[src/rtl/imem_ctrl_pkg.sv]
// rtl/imem_ctrl_pkg.sv - shared types and constants for the instruction memory load/fetch controller
package imem_ctrl_pkg;

    typedef enum logic {
        RUN  = 1'b0,
        LOAD = 1'b1
    } ctrl_state_t;

    localparam logic RW_READ  = 1'b1;
    localparam logic RW_WRITE = 1'b0;

    localparam int DEF_ADDR_W = 16;
    localparam int DEF_DATA_W = 32;

endpackage

[src/rtl/imem_load_fetch_ctrl.sv]
// rtl/imem_load_fetch_ctrl.sv - arbitrates instruction memory between a streaming loader and the fetch stage
module imem_load_fetch_ctrl
    import imem_ctrl_pkg::*;
#(
    parameter int ADDR_W = DEF_ADDR_W,
    parameter int DATA_W = DEF_DATA_W
) (
    input  logic              clk,
    input  logic              rst,
    input  logic              load_start,
    input  logic              load_valid,
    input  logic [DATA_W-1:0] load_data,
    input  logic              load_last,
    output logic              load_ready,
    output logic              load_done,
    output logic              load_err,
    input  logic              fetch_req,
    input  logic [ADDR_W-1:0] fetch_addr,
    output logic              fetch_ready,
    output logic              instr_valid,
    output logic [DATA_W-1:0] instr,
    output logic [ADDR_W-1:0] mem_addr,
    output logic [DATA_W-1:0] mem_din,
    output logic              mem_rw,
    input  logic [DATA_W-1:0] mem_dout
);

    ctrl_state_t       state;
    logic              loaded;
    logic [ADDR_W-1:0] wptr;
    logic              beat;
    logic              fetch_acc;

    assign load_ready  = (state == LOAD);
    assign fetch_ready = (state == RUN) && loaded && !load_start;
    assign beat        = (state == LOAD) && load_valid;
    assign fetch_acc   = fetch_req && fetch_ready;
    assign instr       = mem_dout;

    // The memory writes on every edge with R_W low, so write is asserted only on a real beat.
    always_comb begin
        mem_rw   = RW_READ;
        mem_addr = '0;
        mem_din  = '0;
        if (state == LOAD) begin
            mem_addr = wptr;
            if (beat) begin
                mem_rw  = RW_WRITE;
                mem_din = load_data;
            end
        end else if (fetch_acc) begin
            mem_addr = fetch_addr;
        end
    end

    always_ff @(posedge clk or posedge rst) begin
        if (rst) begin
            state       <= RUN;
            loaded      <= 1'b0;
            wptr        <= '0;
            load_done   <= 1'b0;
            load_err    <= 1'b0;
            instr_valid <= 1'b0;
        end else begin
            load_done   <= 1'b0;
            instr_valid <= fetch_acc;
            case (state)
                RUN: begin
                    if (load_start) begin
                        state    <= LOAD;
                        loaded   <= 1'b0;
                        load_err <= 1'b0;
                        wptr     <= '0;
                    end
                end
                LOAD: begin
                    if (beat) begin
                        if (load_last) begin
                            state     <= RUN;
                            loaded    <= 1'b1;
                            load_done <= 1'b1;
                        end else if (wptr == {ADDR_W{1'b1}}) begin
                            // Image larger than memory: stop at the top instead of wrapping onto word 0.
                            state     <= RUN;
                            loaded    <= 1'b1;
                            load_done <= 1'b1;
                            load_err  <= 1'b1;
                        end else begin
                            wptr <= wptr + ADDR_W'(1);
                        end
                    end
                end
                default: state <= RUN;
            endcase
        end
    end

endmodule

[config.mk]
export PLATFORM = sky130hd
export DESIGN_NAME = imem_load_fetch_ctrl
export DESIGN_NICKNAME = d
export VERILOG_FILES = /design/src/rtl/imem_ctrl_pkg.sv /design/src/rtl/imem_load_fetch_ctrl.sv
export SDC_FILE = /design/constraint.sdc
export NUM_CORES = 1
export LEC_CHECK = 0
export CORE_UTILIZATION = 34
export DETAILED_ROUTE_END_ITERATION = 7
export PLACE_DENSITY = 0.95
export SLEW_MARGIN = 40
export SYNTH_ARGS = -nofsm -noshare
export SYNTH_HDL_FRONTEND = slang
export SYNTH_SLANG_ARGS = --single-unit
[constraint.sdc]
create_clock -name clk -period 4.5 [get_ports clk]
set_clock_uncertainty 0.2 [all_clocks]
set_input_delay 0.9 -clock clk [delete_from_list [all_inputs] [get_ports clk]]
set_output_delay 0.9 -clock clk [all_outputs]
set_load 0.1 [all_outputs]
==> metrics.md, run 1 <==
| Metric | Value |
|---|---|
| 1st-iter DRT viols | ~230 |
| #FFs+latches synth | 21 |
| Post-CTS Setup Repair Bufs | 0 |
| Library cells used by synthesis | 48 |
| Final worst hold slack | approximately 0.31 ns |
| Synthesized area | roughly 1900 um^2 |
| Placement Rows | 27 |
| Hold WC Path Type | reg -> reg |
| Final Max Slew Viols | 0 |
| Comb pwr share | around two thirds |
| Clock Pin Slew Worst Setup and Hold Paths | 0.07 ns |
| Max Fclk | about 270 MHz |
| RSZ-0062 raised after global routing | no |
| Critical path data arrival time | about 2.7 ns |
| Via/cell ratio | approximately 5.5 |
| Ys Warns | 0 |
| Multiplexer share of the synthesized area | 0% |
| PostCTS Resize Cnt | 0 |
| Synth Flop Type | dfrtp_1 |
| Number of global-route vias before repair | ~1800 |
| Synth Area in Compound Gates | a little over a fifth |
| Via count | about 2000 |
| Sw power | ~740 uW |
| Post-CTS Hold Buffers | 0 |
| Skew-Pair Late Insertion Delay | ~0.26 ns |
| Total Routed Length | about 5.7 mm |
| CP endpoint kind | output pin |
| Lkg Pwr | approximately 1.3 nW |
| Die Area | ~6000 um^2 |
| Slew headroom | between 50% and 60% |
| Final ANT Viol Nets | 0 |
| Worst EP required | between 3 and 4 ns |
| Status | finished, final reports clean |
| Core Region | between 5000 and 6000 um^2 |
| IO Pins | between 150 and 200 |
| P per Cell Area | around 460 nW/um^2 |
| HPWL after DPL | ~4.3 mm |
| VDD IR max | 0.383 mV |
| Buffers on Ports | 107 |
| Ranking of synthesized cells by area | dfrtp_1 27%, buf_4 13%, and3_1 11%, nand2_1 4.7%, a22o_1 4.6% |
| Die width | just under 80 um |
| CP Cell Sequence | clkdlybuf4s50_1 > nor3b_4 > and2_1 > a22o_1 > buf_12 |
| Avg Cell Area, Syn | 8.29 um^2 |
| Period minus WS final | 3.75 ns |
| Syn-to-layout area delta | 51.1% |
| Fillers | between 500 and 600 |
| Nets@finish | between 300 and 400 |
| Post-DP Area | 2870 um^2 |
| Post-synth EDFFs | 0 |
| Simple-gate share of the synthesized area | 33.6% |
| Synth area leader | dfrtp_1 |
| Cell count after synthesis | between 200 and 250 |
| CTS tree | done |
| Number of CTS-inserted buffers | 3 |
| Die Height | between 70 and 80 um |
| Count leader, synth | and3_1 |
| Share of the synthesized area in the top cell type | a little over a quarter |
| Global placement routability congestion | between 0.8 and 0.9 |
| Sequential element share of the synthesized area | between 20% and 30% |
| Post-synth ARST share | 100% |
| Max Buffers Root-to-Sink | 2 |
| Fraction of layout cells with a size suffix above 1 | approximately a quarter |
| First-pass DRT Iterations | 5 |
| Design Area, Final | just under 3000 um^2 |
| Flop pwr share | between 20 and 25% |
| Final Hold Viols | 0 |
| Transition time of the tightest slew-check pin | 0.641 ns |
| Final setup vio count | 0 |
| Largest family of logic cells by synthesized area | simple AND/OR/NAND/NOR gates |
| Ant. Diodes | 0 |
| CP startpoint kind | input port |
| Clock sinks | 21 |
| P_int | ~590 uW |
| Largest net degree at the start of global routing | 70 |
| Net Sw Frac | around 56% |
| GRT Overall Usage | between 10% and 20% |
| Total power | between 1 and 1.5 mW |
| XOR/XNOR Fraction of Synth Area | 0% |
| Adder-cell share of the synthesized area | less than 1% |
| Crit Path Max Fanout | 17 |
| CP max stage cell | and2_1 |
| Fin Setup TNS | 0 ns |
| H-tree levels | 1 |
| Residual DRC | 0 |
| Initial antenna violation count | 0 |
| First-pass GRT wire length | 8.96 mm |
| Final period utilization | 83.2% |
| Part of the power in the clock network | 9.4% |
| Root buf cell | clkbuf_8 |
| Critical Path Max Stage Delay | 0.56 ns |
| Initial Util | between 30% and 40% |
| Congestion Overflow GR | 0 |
| Synth Net Count | about 320 |
| Wire length per cell | 15.4 um |
| Critical path class | in -> out |
| Commonest cells post-synth | 34 x and3_1, 33 x buf_4, 24 x nand2_1, 21 x dfrtp_1, 12 x clkbuf_1 |
| MaxCap Viol Count | 0 |
| Reg2reg setup slack | roughly 1.9 ns |
## registers in the layout, summed over array words and instances (netlist names)
name and count:
wptr 16, loaded 1, instr_valid 1, load_ready 1, load_done 1, load_err 1
## layout make-up
type / count / area (um^2) / area share, %
flip-flops and latches: 21 / 527 / 18.1
clock buffers: 4 / 45.0 / 1.55
well taps: 72 / 90.1 / 3.10
inverters: 6 / 22.5 / 0.775
multi-input cells: 156 / 1080 / 37.3
repair buffers: 109 / 1140 / 39.2
## layer usage
metal	vias to the layer above	global-route usage, %	share of wire, %
li1	969	-	-
met1	941	24.9	44
met2	95	28.5	46
met3	9	3.57	8.0
met4	0	6.23	1.1
met5	-	0	0
## metrics by stage
step	setup slack, ns	utilization [%]	instances
after global placement	0.791	52.6	364
after global routing	0.622	53.1	368
final	0.755	53.1	368
after CTS	0.723	53.2	368
after floorplan	0.157	-	232
after detailed placement	0.727	52.4	364
## critical path, delay by kind of cell
family | cells | cell delay (ns)
AOI/OAI and AO/OA | 1 | 0.29
buffers and inverters | 2 | 0.68
and+or+nand+nor | 2 | 0.78
## cells by family (layout without fill, tap and decap cells)
group / count (synthesis) / in the layout
adder cells (fa/ha/maj): 1 / 1
buffers and inverters: 55 / 119
flip-flops: 21 / 21
AND/OR/NAND/NOR: 103 / 103
AO/OA/AOI/OAI: 52 / 52
## final timing paths
kind,to,depth (start not counted),from
worst min-delay path,loaded$_DFFE_PP0P_,1,loaded$_DFFE_PP0P_
min in group asynchronous,wptr[11]$_DFFE_PP0P_,2,rst
worst max-delay path,mem_addr[7],5,load_start
worst max register to register,wptr[10]$_DFFE_PP0P_,5,load_ready$_DFF_PP0_
worst min register to register,loaded$_DFFE_PP0P_,1,loaded$_DFFE_PP0P_
max in group asynchronous,load_ready$_DFF_PP0_,2,rst
## layout by cell type (no fill, tap or decap), drive strengths merged, types with 3 or more instances in the layout
master         count
buf               57
a22o              10
inv                6
nand2b             4
a21oi              5
o21ai              7
o41ai              5
clkbuf             4
clkdlybuf4s50     52
nand3             10
o211ai             5
or4                5
o31ai              4
dfrtp             21
nor4               4
nand2             25
a211o              3
and3              35
nand4              6
## power groups by stage
stage	Combinational (mW)	Sequential [mW]	Clock, mW
finish	0.910	0.298	0.125
global route	0.950	0.307	0.133
floorplan	0.770	0.285	0
global placement	0.897	0.297	0
CTS	0.912	0.296	0.126
detailed placement	0.910	0.300	0
Power figures use the tool's default switching activity.
==> run 2: changes to the inputs <==
--- a/config.mk
+++ b/config.mk
@@ -5,9 +5,9 @@
 export SDC_FILE = /design/constraint.sdc
 export NUM_CORES = 1
 export LEC_CHECK = 0
-export CORE_UTILIZATION = 34
+export CORE_UTILIZATION = 29
 export DETAILED_ROUTE_END_ITERATION = 7
-export PLACE_DENSITY = 0.95
+export PLACE_DENSITY = 0.91
 export SLEW_MARGIN = 40
 export SYNTH_ARGS = -nofsm -noshare
 export SYNTH_HDL_FRONTEND = slang
==> constraint.sdc (replaced) <==
create_clock -name clk -period 3 [get_ports clk]
set_clock_uncertainty 0.2 [all_clocks]
set_input_delay 0.6 -clock clk [delete_from_list [all_inputs] [get_ports clk]]
set_output_delay 0.6 -clock clk [all_outputs]
set_load 0.1 [all_outputs]
==> metrics.md, run 2 (same netlist as run 1, synthesis figures left out) <==
| Metric | Value |
|---|---|
| Largest net degree at the start of global routing | 33 |
| Place WS | approximately 0.086 ns |
| Clock Pin Slew Worst Setup and Hold Paths | around 0.08 ns |
| PostCTS Resize Cnt | 0 |
| Core Util, Final | between 50% and 60% |
| Status | finished, final reports clean |
| Commonest non-fill, non-tap cell in the layout | clkdlybuf4s50_1 |
| CP max stage cell | clkdlybuf4s50_1 |
| WP buf/inv | 3 |
| MaxCap Viol Count | 0 |
| Post-CTS Setup Repair Bufs | 0 |
| Final setup vio count | 0 |
| Initial Util | 30.1% |
| Net Sw Frac | between 50% and 60% |
| Period minus WS final | about 2.9 ns |
| Core Region | around 6400 um^2 |
| Part of the power in the clock network | under 10% |
| Total Routed Length | about 6.9 mm |
| 1st-iter DRT viols | between 100 and 150 |
| Worst r2r path cells | 5 |
| Buffers on Ports | ~110 |
| Placed insts | roughly 380 |
| Initial antenna violation count | 0 |
| Critical path class | in -> out |
| Skew-Pair Late Insertion Delay | between 0.2 and 0.3 ns |
| Largest Register | wptr |
| Final ANT Viol Nets | 0 |
| Via/cell ratio | approximately 5.6 |
| CP top delay family | buffers and inverters |
| Nets@finish | 390 |
| WHS Endpoint | loaded$_DFFE_PP0P_ |
| Register area | ~530 um^2 |
| Clock sinks | 21 |
| HPWL after DPL | 5.38 mm |
| Slew headroom | between 60% and 70% |
| Most frequent cells in the layout | 53 x clkdlybuf4s50_1, 51 x buf_12, 21 x and3_2, 20 x dfrtp_1, 16 x nand2_1 |
| Reg2reg start | load_ready$_DFF_PP0_ |
| VDD IR max | approximately 0.56 mV |
| R2r endpoint | wptr[7]$_DFFE_PP0P_ |
| Sw power | approximately 1.2 mW |
| Worst EP required | ~2.2 ns |
| Fraction of layout cells with a size suffix above 1 | between 40% and 50% |
| HP Start | loaded$_DFFE_PP0P_ |
| Worst Setup Slack, final | about 0.10 ns |
| Critical Path Max Stage Delay | 0.49 ns |
| Max FFs per register | 16 |
| Max Buffers Root-to-Sink | 2 |
| RSZ-0062 raised after global routing | no |
| Root buf cell | clkbuf_8 |
| Final period utilization | between 90% and 100% |
| Die width | ~83 um |
| First-pass GRT wire length | 11.1 mm |
| Die Area | between 6000 and 7000 um^2 |
| P per Cell Area | 621 nW/um^2 |
| Wire length per cell | roughly 18 um |
| Transition time of the tightest slew-check pin | about 0.57 ns |
| Syn-to-layout area delta | 85.3% |
| CP startpoint kind | input port |
| Via count | roughly 2100 |
| Global placement routability congestion | around 0.88 |
| Comb pwr share | approximately 70% |
| First-pass DRT Iterations | 4 |
| Final Max Slew Viols | 0 |
| CP endpoint kind | output pin |
| CTS tree | done |
| Crit Path Max Fanout | 17 |
| Ant. Diodes | 0 |
| CP most frequent cell | buf_12 |
| GRT Overall Usage | approximately a fifth |
| Hold WC Path Type | reg -> reg |
| Lkg Pwr | 1.50 nW |
| CP Cell Sequence | clkdlybuf4s50_1 > nor3b_4 > and2_4 > buf_12 > nand2_1 > nand2_8 > buf_12 |
| Fillers | roughly 560 |
| Congestion Overflow GR | 0 |
| Area of the multi-input gates | 1230 um^2 |
| Residual DRC | 0 |
| Number of global-route vias before repair | approximately 2200 |
| Post-CTS Hold Buffers | 0 |
| Max Fclk | around 350 MHz |
| Final Hold Viols | 0 |
| Number of CTS-inserted buffers | 3 |
| Flop pwr share | roughly a fifth |
| IO Pins | between 150 and 200 |
| H-tree levels | 1 |
| Critical path data arrival time | approximately 2.1 ns |
| Post-route insts no fill | roughly 380 |
| Die Height | approximately 83 um |
| Reg2reg setup slack | approximately 0.64 ns |
| Hold depth | 1 |
| Placement Rows | 29 |
| P_int | approximately 1.0 mW |
==> run 2: cell types whose count changed in the layout (fill, tap and decap cells not counted), moves of 3 or more <==
cell,previous run,this run
nand2_8,0,4
nand2_1,24,16
a22o_1,10,0
buf_2,4,0
and3_2,1,21
a22o_4,0,3
buf_12,16,51
a22o_2,0,7
buf_4,37,11
and3_1,34,14
nand2_2,1,5
==> run 2: power by group through the flow <==
stage               sequential, mW  clock [mW]  combinational [mW]
floorplan                    0.430           0                1.24
global placement             0.454           0                1.52
detailed placement           0.464           0                1.55
CTS                          0.460       0.190                1.56
global route                 0.475       0.203                1.61
finish                       0.465       0.188                1.56
==> run 2: worst max path at each step <==
stage                         start     endpoint  slack (ns)  cells past startpoint
3_3_place_gp             load_start  mem_addr[2]        0.16                      7
3_5_place_dp             load_start  mem_addr[3]        0.09                      7
2_1_floorplan  load_ready$_DFF_PP0_  mem_addr[0]       -0.18                      4
4_1_cts                  load_start  mem_addr[3]        0.08                      7
6_report                 load_start  mem_addr[3]        0.10                      7
5_1_grt                  load_start  mem_addr[3]        0.02                      7
==> run 2: layer usage <==
layer | GRT usage, % | vias up | share of wire [%]
met5 | 0 | - | 0
met4 | 4.47 | 0 | 0.72
met3 | 2.49 | 8 | 6.3
met2 | 34.1 | 105 | 51
met1 | 25.1 | 1029 | 42
li1 | - | 979 | -
==> run 2: area by class of cell <==
cell class / instances / share of cell area, %
repair buffers: 115 / 45.9
inverters: 6 / 0.632
clock buffers: 3 / 1.16
multi-input cells: 156 / 34.7
clock inverters: 1 / 0.140
flip-flops and latches: 21 / 14.9
well taps: 77 / 2.70
==> run 2: stage by stage <==
stage	hold slack [ns]	area (um^2)	setup TNS (ns)	total power [mW]
finish	0.319	3560	0	2.21
global route	0.349	3560	0	2.29
CTS	0.317	3560	0	2.21
detailed placement	0.295	3510	0	2.02
global placement	0.286	3510	0	1.98
floorplan	0.265	2110	-2.69	1.67
